$ cat src/rtl/wishbone_master_pkg.sv
// Shared Wishbone bus definitions: master FSM encoding, response codes,
// the latched request record and a counter-width helper.
package wishbone_master_pkg;

  typedef enum logic [1:0] {
    ST_IDLE = 2'd0,
    ST_REQ  = 2'd1,
    ST_WAIT = 2'd2,
    ST_RESP = 2'd3
  } wb_state_e;

  typedef enum logic [1:0] {
    RSP_OK  = 2'b00,  // acknowledged
    RSP_ERR = 2'b01,  // slave signalled err_i
    RSP_RTY = 2'b10,  // retry budget exhausted
    RSP_TMO = 2'b11   // no termination within the timeout window
  } rsp_code_e;

  // Host request captured on acceptance and replayed on every re-issue.
  typedef struct packed {
    logic        we;
    logic [31:0] adr;
    logic [3:0]  sel;
    logic [31:0] dat;
  } wb_req_t;

  // Width of a counter that must reach max_val, never narrower than 8 bits.
  function automatic int cnt_width(input int unsigned max_val);
    int w;
    w = $clog2(longint'(max_val) + 1);
    if (w < 8) w = 8;
    return w;
  endfunction

endpackage

$ cat src/rtl/wishbone_master_if.sv
// Wishbone classic bus between one master and one slave; signal names keep
// the master's point of view so both sides share one vocabulary.
interface wishbone_master_if;

  logic        cyc_o;
  logic        stb_o;
  logic        we_o;
  logic [31:0] adr_o;
  logic [3:0]  sel_o;
  logic [31:0] dat_o;
  logic [31:0] dat_i;
  logic        ack_i;
  logic        err_i;
  logic        rty_i;
  logic        stall_i;

  modport master (
    output cyc_o, stb_o, we_o, adr_o, sel_o, dat_o,
    input  dat_i, ack_i, err_i, rty_i, stall_i
  );

  modport slave (
    input  cyc_o, stb_o, we_o, adr_o, sel_o, dat_o,
    output dat_i, ack_i, err_i, rty_i, stall_i
  );

endinterface

$ cat src/rtl/wishbone_master.sv
// Single-outstanding Wishbone master: accepts one host request, issues it on
// the bus with stall/retry/timeout handling and returns a one-cycle response.
module wishbone_master
  import wishbone_master_pkg::*;
#(
  parameter int unsigned RETRY_MAX = 3,
  parameter int unsigned TIMEOUT   = 255
) (
  input  logic              clk_bus,
  input  logic              rst_bus,
  input  logic              req_valid,
  output logic              req_ready,
  input  logic              req_we,
  input  logic [31:0]       req_adr,
  input  logic [3:0]        req_sel,
  input  logic [31:0]       req_dat,
  output logic              rsp_valid,
  output logic [31:0]       rsp_dat,
  output logic [1:0]        rsp_code,
  output logic              busy,
  wishbone_master_if.master wb
);

  localparam int RW = cnt_width(RETRY_MAX);
  localparam int TW = cnt_width(TIMEOUT);
  localparam logic [RW-1:0] RETRY_LIM = RW'(RETRY_MAX);
  localparam logic [TW-1:0] TMO_LIM   = TW'(TIMEOUT);

  wb_state_e     state_q, state_d;
  // Set for the single bus-idle cycle between a retried attempt and its
  // re-issue; the FSM sits in IDLE but refuses new host requests.
  logic          gap_q, gap_d;
  wb_req_t       req_q;
  logic [RW-1:0] rty_cnt_q;
  logic [TW-1:0] tmo_cnt_q;
  logic [TW-1:0] tmo_nxt;
  logic [31:0]   rsp_dat_q;
  rsp_code_e     rsp_code_q;

  // Decisions taken by the next-state logic and consumed by the datapath.
  logic          accept;
  logic          retry;
  logic          finish;
  logic          tmo_inc;
  rsp_code_e     fin_code;
  logic [31:0]   fin_dat;

  assign tmo_nxt = tmo_cnt_q + TW'(1);

  // State register: asynchronous reset returns to IDLE with no pending gap.
  always_ff @(posedge clk_bus or posedge rst_bus) begin
    if (rst_bus) begin
      state_q <= ST_IDLE;
      gap_q   <= 1'b0;
    end else begin
      // NOTE: registers use non-blocking assignment so every flop samples
      // pre-edge values regardless of process evaluation order.
      state_q <= state_d;
      gap_q   <= gap_d;
    end
  end

  // Next-state logic; terminations are looked at only in WAIT, err first.
  always_comb begin
    // NOTE: every variable gets a default before the case so no path leaves
    // it unassigned, which would otherwise infer a latch.
    state_d  = state_q;
    gap_d    = 1'b0;
    accept   = 1'b0;
    retry    = 1'b0;
    finish   = 1'b0;
    tmo_inc  = 1'b0;
    fin_code = RSP_OK;
    fin_dat  = '0;
    unique case (state_q)
      ST_IDLE: begin
        if (gap_q) begin
          state_d = ST_REQ;
        end else if (req_valid) begin
          accept  = 1'b1;
          state_d = ST_REQ;
        end
      end
      ST_REQ: begin
        if (!wb.stall_i) state_d = ST_WAIT;
      end
      ST_WAIT: begin
        if (wb.err_i) begin
          finish   = 1'b1;
          fin_code = RSP_ERR;
        end else if (wb.rty_i) begin
          if (rty_cnt_q < RETRY_LIM) begin
            retry   = 1'b1;
            gap_d   = 1'b1;
            state_d = ST_IDLE;
          end else begin
            finish   = 1'b1;
            fin_code = RSP_RTY;
          end
        end else if (wb.ack_i) begin
          finish   = 1'b1;
          fin_code = RSP_OK;
          fin_dat  = req_q.we ? 32'h0 : wb.dat_i;
        end else if (tmo_nxt >= TMO_LIM) begin
          finish   = 1'b1;
          fin_code = RSP_TMO;
        end else begin
          tmo_inc = 1'b1;
        end
      end
      ST_RESP: begin
        state_d = ST_IDLE;
      end
    endcase
    if (finish) state_d = ST_RESP;
  end

  // Datapath: latch the request, run the retry/timeout counters and hold the
  // last response until the next one completes.
  always_ff @(posedge clk_bus or posedge rst_bus) begin
    if (rst_bus) begin
      req_q      <= '0;
      rty_cnt_q  <= '0;
      tmo_cnt_q  <= '0;
      rsp_dat_q  <= '0;
      rsp_code_q <= RSP_OK;
    end else begin
      if (accept) begin
        req_q     <= '{we: req_we, adr: req_adr, sel: req_sel, dat: req_dat};
        rty_cnt_q <= '0;
        tmo_cnt_q <= '0;
      end
      if (retry) begin
        rty_cnt_q <= rty_cnt_q + RW'(1);
        tmo_cnt_q <= '0;
      end
      if (tmo_inc) tmo_cnt_q <= tmo_nxt;
      if (finish) begin
        rsp_dat_q  <= fin_dat;
        rsp_code_q <= fin_code;
      end
    end
  end

  // Outputs decoded from state; req_ready is also masked by reset itself.
  always_comb begin
    req_ready = (state_q == ST_IDLE) && !gap_q && !rst_bus;
    busy      = (state_q != ST_IDLE) || gap_q;
    rsp_valid = (state_q == ST_RESP);
    rsp_dat   = rsp_dat_q;
    rsp_code  = rsp_code_q;
    wb.cyc_o  = (state_q == ST_REQ) || (state_q == ST_WAIT);
    wb.stb_o  = (state_q == ST_REQ);
    wb.we_o   = req_q.we;
    wb.adr_o  = req_q.adr;
    wb.sel_o  = req_q.sel;
    wb.dat_o  = req_q.dat;
  end

endmodule

$ cat src/flat_wrapper.sv
// flat-port wrapper written by rule: the top's interface ports become plain ports
module wishbone_master_flat import wishbone_master_pkg::*;
#(
  parameter int unsigned RETRY_MAX = 3,
  parameter int unsigned TIMEOUT   = 255
)
  (clk_bus, rst_bus, req_valid, req_ready, req_we, req_adr, req_sel, req_dat, rsp_valid, rsp_dat, rsp_code, busy, wb_cyc_o, wb_stb_o, wb_we_o, wb_adr_o, wb_sel_o, wb_dat_o, wb_dat_i, wb_ack_i, wb_err_i, wb_rty_i, wb_stall_i);
  wishbone_master_if wb_i ();
  input  logic clk_bus;
  input  logic rst_bus;
  input  logic req_valid;
  output logic req_ready;
  input  logic req_we;
  input  logic [31:0] req_adr;
  input  logic [3:0] req_sel;
  input  logic [31:0] req_dat;
  output logic rsp_valid;
  output logic [31:0] rsp_dat;
  output logic [1:0] rsp_code;
  output logic busy;
  output wire logic [$bits(wb_i.cyc_o)-1:0] wb_cyc_o;
  output wire logic [$bits(wb_i.stb_o)-1:0] wb_stb_o;
  output wire logic [$bits(wb_i.we_o)-1:0] wb_we_o;
  output wire logic [$bits(wb_i.adr_o)-1:0] wb_adr_o;
  output wire logic [$bits(wb_i.sel_o)-1:0] wb_sel_o;
  output wire logic [$bits(wb_i.dat_o)-1:0] wb_dat_o;
  input wire logic [$bits(wb_i.dat_i)-1:0] wb_dat_i;
  input wire logic [$bits(wb_i.ack_i)-1:0] wb_ack_i;
  input wire logic [$bits(wb_i.err_i)-1:0] wb_err_i;
  input wire logic [$bits(wb_i.rty_i)-1:0] wb_rty_i;
  input wire logic [$bits(wb_i.stall_i)-1:0] wb_stall_i;
  assign wb_cyc_o = wb_i.cyc_o;
  assign wb_stb_o = wb_i.stb_o;
  assign wb_we_o = wb_i.we_o;
  assign wb_adr_o = wb_i.adr_o;
  assign wb_sel_o = wb_i.sel_o;
  assign wb_dat_o = wb_i.dat_o;
  assign wb_i.dat_i = wb_dat_i;
  assign wb_i.ack_i = wb_ack_i;
  assign wb_i.err_i = wb_err_i;
  assign wb_i.rty_i = wb_rty_i;
  assign wb_i.stall_i = wb_stall_i;
  wishbone_master #(.RETRY_MAX(RETRY_MAX), .TIMEOUT(TIMEOUT)) u_core (.clk_bus(clk_bus), .rst_bus(rst_bus), .req_valid(req_valid), .req_ready(req_ready), .req_we(req_we), .req_adr(req_adr), .req_sel(req_sel), .req_dat(req_dat), .rsp_valid(rsp_valid), .rsp_dat(rsp_dat), .rsp_code(rsp_code), .busy(busy), .wb(wb_i));
endmodule
$ cat config.mk
export PLATFORM = sky130hd
export DESIGN_NAME = wishbone_master_flat
export DESIGN_NICKNAME = d
export VERILOG_FILES = /design/src/rtl/wishbone_master_pkg.sv /design/src/rtl/wishbone_master_if.sv /design/src/rtl/wishbone_master.sv /design/src/flat_wrapper.sv
export SDC_FILE = /design/constraint.sdc
export NUM_CORES = 1
export LEC_CHECK = 0
export CAP_MARGIN = 0
export CORE_ASPECT_RATIO = 1.4
export CORE_MARGIN = 2
export CORE_UTILIZATION = 40
export DETAILED_ROUTE_END_ITERATION = 8
export PLACE_DENSITY = 0.77
export SLEW_MARGIN = 30
export SYNTH_ARGS = -nofsm -noshare
export SYNTH_HDL_FRONTEND = slang
export SYNTH_SLANG_ARGS = --single-unit
export TNS_END_PERCENT = 100
$ cat constraint.sdc
create_clock -name clk_bus -period 4.65 [get_ports clk_bus]
set_clock_uncertainty 0.2 [all_clocks]
set_input_delay 0.93 -clock clk_bus [delete_from_list [all_inputs] [get_ports clk_bus]]
set_output_delay 0.93 -clock clk_bus [all_outputs]
set_load 0.05 [all_outputs]
==> results of run 1 <==
[through the flow]
step / hold slack (ns) / utilization
floorplan: 0.264 / -
global placement: 0.275 / 0.604
detailed placement: 0.276 / 0.604
CTS: 0.292 / 0.656
global route: 0.302 / 0.656
finish: 0.286 / 0.656
[registers in the layout, summed over array words and instances (netlist names), 2 cells and up]
name	count
u_core.rty_cnt_q	8
u_core.wb.dat_o	32
u_core.rsp_dat	32
u_core.wb.sel_o	4
u_core.state_q	2
u_core.wb.adr_o	32
u_core.rsp_code	2
u_core.tmo_cnt_q	8
[cell usage in the layout (no fill, tap or decap), types with 2 or more instances in the layout]
cell type        count
clkdlybuf4s50_1    215
dfrtp_1            122
mux2_2              69
a22o_1              32
clkbuf_16           17
nand2_1             12
nand3_1              7
a21oi_1              7
nor2_1               7
ha_1                 7
and2_1               6
o21ai_0              6
inv_1                5
clkinvlp_4           5
nor3_1               4
buf_4                4
nand2b_1             3
a211o_1              3
a21o_1               3
bufinv_16            3
clkinv_4             3
nor4_2               2
and2_4               2
a211oi_1             2
clkinv_2             2
[area by class of cell]
cell class | count | area (sq um)
clock inverter | 14 | 173
timing repair buffer | 220 | 2200
inverter | 7 | 28.8
fill | 893 | 4090
clock buffer | 18 | 439
multi-input combinational | 189 | 1710
sequential | 122 | 3050
tap | 147 | 184
[how the worst min path moves through the flow]
stage                                       to  slack, ns
2_1_floorplan  u_core.rty_cnt_q[0]$_DFFE_PP0P_       0.26
3_3_place_gp    u_core.rsp_code[1]$_DFFE_PP0P_       0.28
3_5_place_dp    u_core.rsp_code[1]$_DFFE_PP0P_       0.28
4_1_cts         u_core.rsp_code[1]$_DFFE_PP0P_       0.29
5_1_grt         u_core.rsp_code[1]$_DFFE_PP0P_       0.30
6_report        u_core.rsp_code[1]$_DFFE_PP0P_       0.29
[cells by family after synthesis]
logic type | after synthesis
compound gates | 59
xor+xnor | 1
buf+inv | 23
simple gates | 53
mux | 69
fa+ha+maj | 7
flops | 122
[power groups by stage]
stage | Clock [mW] | Combinational (mW) | Sequential [mW]
after floorplan | 0 | 0.764 | 3.06
after global placement | 0 | 3.18 | 1.68
after detailed placement | 0 | 3.22 | 1.71
after CTS | 1.37 | 3.24 | 1.70
after global routing | 1.42 | 3.32 | 1.75
final | 1.34 | 3.21 | 1.69
[layer usage]
layer  routed length (um)  GRT usage  share of wire  vias to the layer above
met5                    0          0              0                        -
met4                  364     0.0818          0.030                        0
met3                  738     0.0668          0.060                       31
met2                 6830      0.341           0.55                      140
met1                 4400      0.199           0.36                     1841
li1                     -          -              -                     1652
[critical path: stages]
cell             delay [ns]
clkdlybuf4s50_1        0.47
nor2_1                 0.15
clkdlybuf4s50_1        0.82
[cell usage after synthesis, types with 4 or more instances]
cell type	count
a21oi_1	7
a22o_1	32
and2_1	6
buf_6	5
clkbuf_1	5
dfrtp_1	122
ha_1	7
inv_1	6
mux2_2	69
nand2_1	12
nand3_1	7
nor2_1	7
nor3_1	4
o21ai_0	6
==> metrics, run 1 <==
FF-to-FF path depth=6; fin worst setup slack=approximately 1.1 ns; Logic pwr share=0.514; Pwr Total=6.24 mW; Synth Area in XOR/XNOR=0.00563; Synth Area in Adders=0.0179; PortBufs=215; worst r2r src=u_core.tmo_cnt_q[0]$_DFFE_PP0P_; Final min period=3.50 ns; antenna cells=0; RSZ-0062 raised after global routing=false; fmax=between 200 and 300 MHz; Synth-to-Final Area Change=59.5%; gr usage total=0.189; CP arrival=~2.4 ns; reg2reg end=u_core.tmo_cnt_q[4]$_DFFE_PP0P_; synthesized area=4890 sq um; max cap viols=0; Post-DP Area=between 7000 and 8000 sq um; post-DR wirelength/cell=17.2 um; worst-margin pin slew=0.807 ns; initial antenna violation count=0; crit-path max FO=2; full die area=between 10000 and 15000 sq um; share of cells above drive strength 1=0.216; RD Place Congestion=0.763; VDD IR-drop max=roughly 0.50 mV; Leak Pwr=3.36 nW; TNS Setup=0 ns; CP Class=input port to primary output; final non-filler cell total=717; mean post-synth cell area=approximately 15 sq um; Final Cycle Share=0.753; placed instance count=685; warnings from Yosys=0; vias in the first global route=just under 4k; flop2flop setup slack=2.29 ns; top cell type's share of synthesized area=0.625; overall routed net length=roughly 12 mm; hold path depth=1; Post-synth EDFFs=0; pre-CTS setup slack=1.16 ns; Power Density=800 nW/um^2; Max-Slew Margin vs Limit=0.462; total vias in the final route=3664; Pint=3.51 mW; Syn Nets=449; DR vias/cell=5.11; status=complete, no violations; Final Hold Fails=0; Sw Share=0.437; post-synthesis mux area share=0.159; Seq/Total Area, Yosys=0.625; clk slew on worst S/H paths=0.05 ns; I/O pins=216; Post-synth top flop=dfrtp_1; CTS root buffer=clkbuf_16; Die H=~130 um; startpoint types=input port; PostCTS Resize Cnt=0; min-delay src=u_core.rsp_code[1]$_DFFE_PP0P_; Rows=47; DP Wirelength=8.99 mm; Final Instance Area=roughly 8000 sq um; Final Max Slew Viols=0; Iter 0 DRT Violations=108; Final Setup Violations=0; Psw=between 2 and 3 mW; core area=~12000 sq um; top cells by area, synth=dfrtp_1 62%, mux2_2 16%, a22o_1 5.7%; postcts setup bufs=0; H-tree depth=4; Hold Path Class=register to register; CP Launch Point=rst_bus; Flop pwr share=0.272; Nets=672; cts bufs inserted=17; first-pass GRT wire length=19.7 mm; Synth Area in Simple Gates=0.0661; hold-fix buffers at CTS=0; clock sinks=around 120; Yosys top cell by area=dfrtp_1; CTS max path bufs=2; element type at the critical path end=primary output; Skew-Pair Late Insertion Delay=0.40 ns; area fraction in compound gates after synthesis=0.100; Async SR Flop Fraction=1.00; clock power share=0.214; antenna violation net count after detailed routing=0; Critical Path Sink=req_ready; Initial Util=0.411; Remaining DRCs=0; FF+latch count, synth=122; Data required, critical path=3.52 ns; Synth cell types=41; largest family of logic cells by synthesized area=multiplexers; router iterations before antenna repair=5; total grt overflow=0; pin count of the biggest net entering global routing=64; CTS tree=yes; Die X=between 90 and 100 um; post-synthesis cell count=334
(Power assumes the default switching activity.)
==> run 2, diff against run 1 <==
==> constraint.sdc (replaced) <==
create_clock -name clk_bus -period 3.3 [get_ports clk_bus]
set_clock_uncertainty 0.2 [all_clocks]
set_input_delay 0.66 -clock clk_bus [delete_from_list [all_inputs] [get_ports clk_bus]]
set_output_delay 0.66 -clock clk_bus [all_outputs]
set_load 0.05 [all_outputs]
==> run 2 against run 1 <==
Design area increased by 0.22%. Hold slack gained 0.0093 ns. Non-clock buffer count grew 3. Combinational power is 40% higher. Total power grew 40%. Register-to-register slack worse by 1.3 ns. Sequential share of layout area down 0.088 points. Routed wire length fell by 0.94%. Via count fell by 1.7%. Global-route usage fell by 0.28 points. Critical endpoint unchanged.
==> metrics, run 2 (synthesis results as in run 1) <==
Iter 0 DRT Violations=111 (was 108); postcts setup bufs=0 (unchanged); Final min period=3.01 ns; placed instance count=688 (was 685); total vias in the final route=3601 (was 3664); startpoint types=register (was input port); CTS max path bufs=2 (unchanged); Nets=675 (was 672); Data required, critical path=2.44 ns (was 3.52 ns); Max-Slew Margin vs Limit=0.628 (was 0.462); share of cells above drive strength 1=0.220 (was 0.216); clock sinks=122 (unchanged); crit-path max FO=3 (was 2); pin count of the biggest net entering global routing=43 (was 64); core area=11900 sq um (unchanged); vias in the first global route=3998 (was 3917); full die area=13100 sq um (unchanged); antenna cells=0 (unchanged); Slowest-stage cell, CP=clkdlybuf4s50_1 (unchanged); most frequent cells in the layout=215 x clkdlybuf4s50_1, 122 x dfrtp_1, 69 x mux2_2 (unchanged); Final Cycle Share=0.912; initial antenna violation count=0 (unchanged); slowest stage delay, CP=0.80 ns (was 0.82 ns); Final Max Slew Viols=0 (unchanged); Logic pwr share=0.518 (was 0.514); hold-fix buffers at CTS=0 (unchanged); Rows=47 (unchanged); Leak Pwr=3.37 nW (was 3.36 nW); Sw Share=0.441 (was 0.437); Die H=135 um (unchanged); Die X=97.4 um (unchanged); CP cell instances=inv_1 > ha_1 > nand2b_1 > nor2_1 > clkdlybuf4s50_1 (was clkdlybuf4s50_1 > nor2_1 > clkdlybuf4s50_1); CP arrival=2.15 ns (was 2.37 ns); PostCTS Resize Cnt=0 (unchanged); Hold Path Class=register to register (unchanged); TNS Setup=0 ns (unchanged); clk slew on worst S/H paths=0.06 ns (was 0.05 ns); Buf/Inv on CP=2 (unchanged); gr usage total=0.187 (was 0.189); Psw=3.84 mW (was 2.72 mW); Core Util, Final=0.657 (was 0.656); CTS root buffer=clkbuf_16 (unchanged); antenna violation net count after detailed routing=0 (unchanged); Pint=4.87 mW (was 3.51 mW); Final Setup Violations=0 (unchanged); status=complete, no violations (unchanged); commonest non-fill, non-tap cell in the layout=clkdlybuf4s50_1 (unchanged); final non-filler cell total=720 (was 717); CP top delay family=buffers and inverters (unchanged); cts bufs inserted=17 (unchanged); worst hold slack=0.296 ns (was 0.286 ns); I/O pins=216 (unchanged); Flop pwr share=0.274 (was 0.272); DR vias/cell=5.00 (was 5.11); post-DR wirelength/cell=17.0 um (was 17.2 um); Pwr Total=8.71 mW (was 6.24 mW); Final Hold Fails=0 (unchanged); VDD IR-drop max=0.779 mV (was 0.502 mV); router iterations before antenna repair=4 (was 5); Initial Util=0.411 (unchanged); fmax=about 330 MHz; max cap viols=0 (unchanged); overall routed net length=12.2 mm (was 12.3 mm); clock power share=0.208 (was 0.214); RSZ-0062 raised after global routing=false (unchanged); RD Place Congestion=0.736 (was 0.763); total grt overflow=0 (unchanged); worst-margin pin slew=0.556 ns (was 0.807 ns); Remaining DRCs=0 (unchanged); Skew-Pair Late Insertion Delay=0.40 ns (about the same); Synth-to-Final Area Change=59.8% (was 59.5%); CTS tree=yes (unchanged); PortBufs=215 (unchanged); Power Density=1120 nW/um^2 (was 800 nW/um^2); first-pass GRT wire length=19.5 mm (was 19.7 mm); H-tree depth=4 (unchanged); CP Class=register to primary output (was input port to primary output); DP Wirelength=8.97 mm (was 8.99 mm); element type at the critical path end=primary output (unchanged)
-- run 2: changes by cell type in the layout (fill, tap and decap cells not counted), sizes merged --
cell and change:
bufinv -1, buf +3, clkinv +1, clkbuf -1, inv +1
-- run 2: final cells by class --
type                            instances  area, sq um
Clock inverter                         15          168
Fill cell                             894         4070
Tap cell                              147          184
Timing Repair Buffer                  223         2240
Multi-Input combinational cell        189         1710
Clock buffer                           17          425
Sequential cell                       122         3050
Inverter                                7         30.0
-- run 2: worst paths after layout --
| path | slack, ns | depth (start not counted) | start | end |
|---|---|---|---|---|
| max | 0.29 | 5 | u_core.state_q[0]$_DFFE_PP0P_ | req_ready |
| min | 0.30 | 1 | u_core.rsp_code[1]$_DFFE_PP0P_ | u_core.rsp_code[1]$_DFFE_PP0P_ |
| max reg2reg | 0.95 | 6 | u_core.tmo_cnt_q[0]$_DFFE_PP0P_ | u_core.tmo_cnt_q[5]$_DFFE_PP0P_ |
| min reg2reg | 0.30 | 1 | u_core.rsp_code[1]$_DFFE_PP0P_ | u_core.rsp_code[1]$_DFFE_PP0P_ |
| max in group asynchronous | 1.81 | 3 | rst_bus | u_core.rty_cnt_q[1]$_DFFE_PP0P_ |
| min in group asynchronous | 0.45 | 2 | rst_bus | u_core.wb.dat_o[5]$_DFFE_PP0P_ |
-- run 2: layer usage --
metal  vias to the layer above  part of all wire  global-route usage
met5                         -                 0                   0
met4                         0             0.030              0.0903
met3                        31             0.052              0.0559
met2                       125              0.55               0.338
met1                      1786              0.36               0.197
li1                       1659                 -                   -
-- run 2: power by group through the flow --
stage | clock, mW | sequential, mW | combinational (mW)
finish | 1.81 | 2.39 | 4.51
global placement | 0 | 2.37 | 4.49
detailed placement | 0 | 2.41 | 4.53
global route | 1.92 | 2.46 | 4.67
CTS | 1.86 | 2.39 | 4.56
floorplan | 0 | 4.31 | 1.08
-- run 2: through the flow --
stage	worst slack (ns)	cell area [sq um]
after floorplan	0.681	4890
after global placement	0.380	7220
after detailed placement	0.387	7220
after CTS	0.251	7810
after global routing	0.168	7810
final	0.291	7810
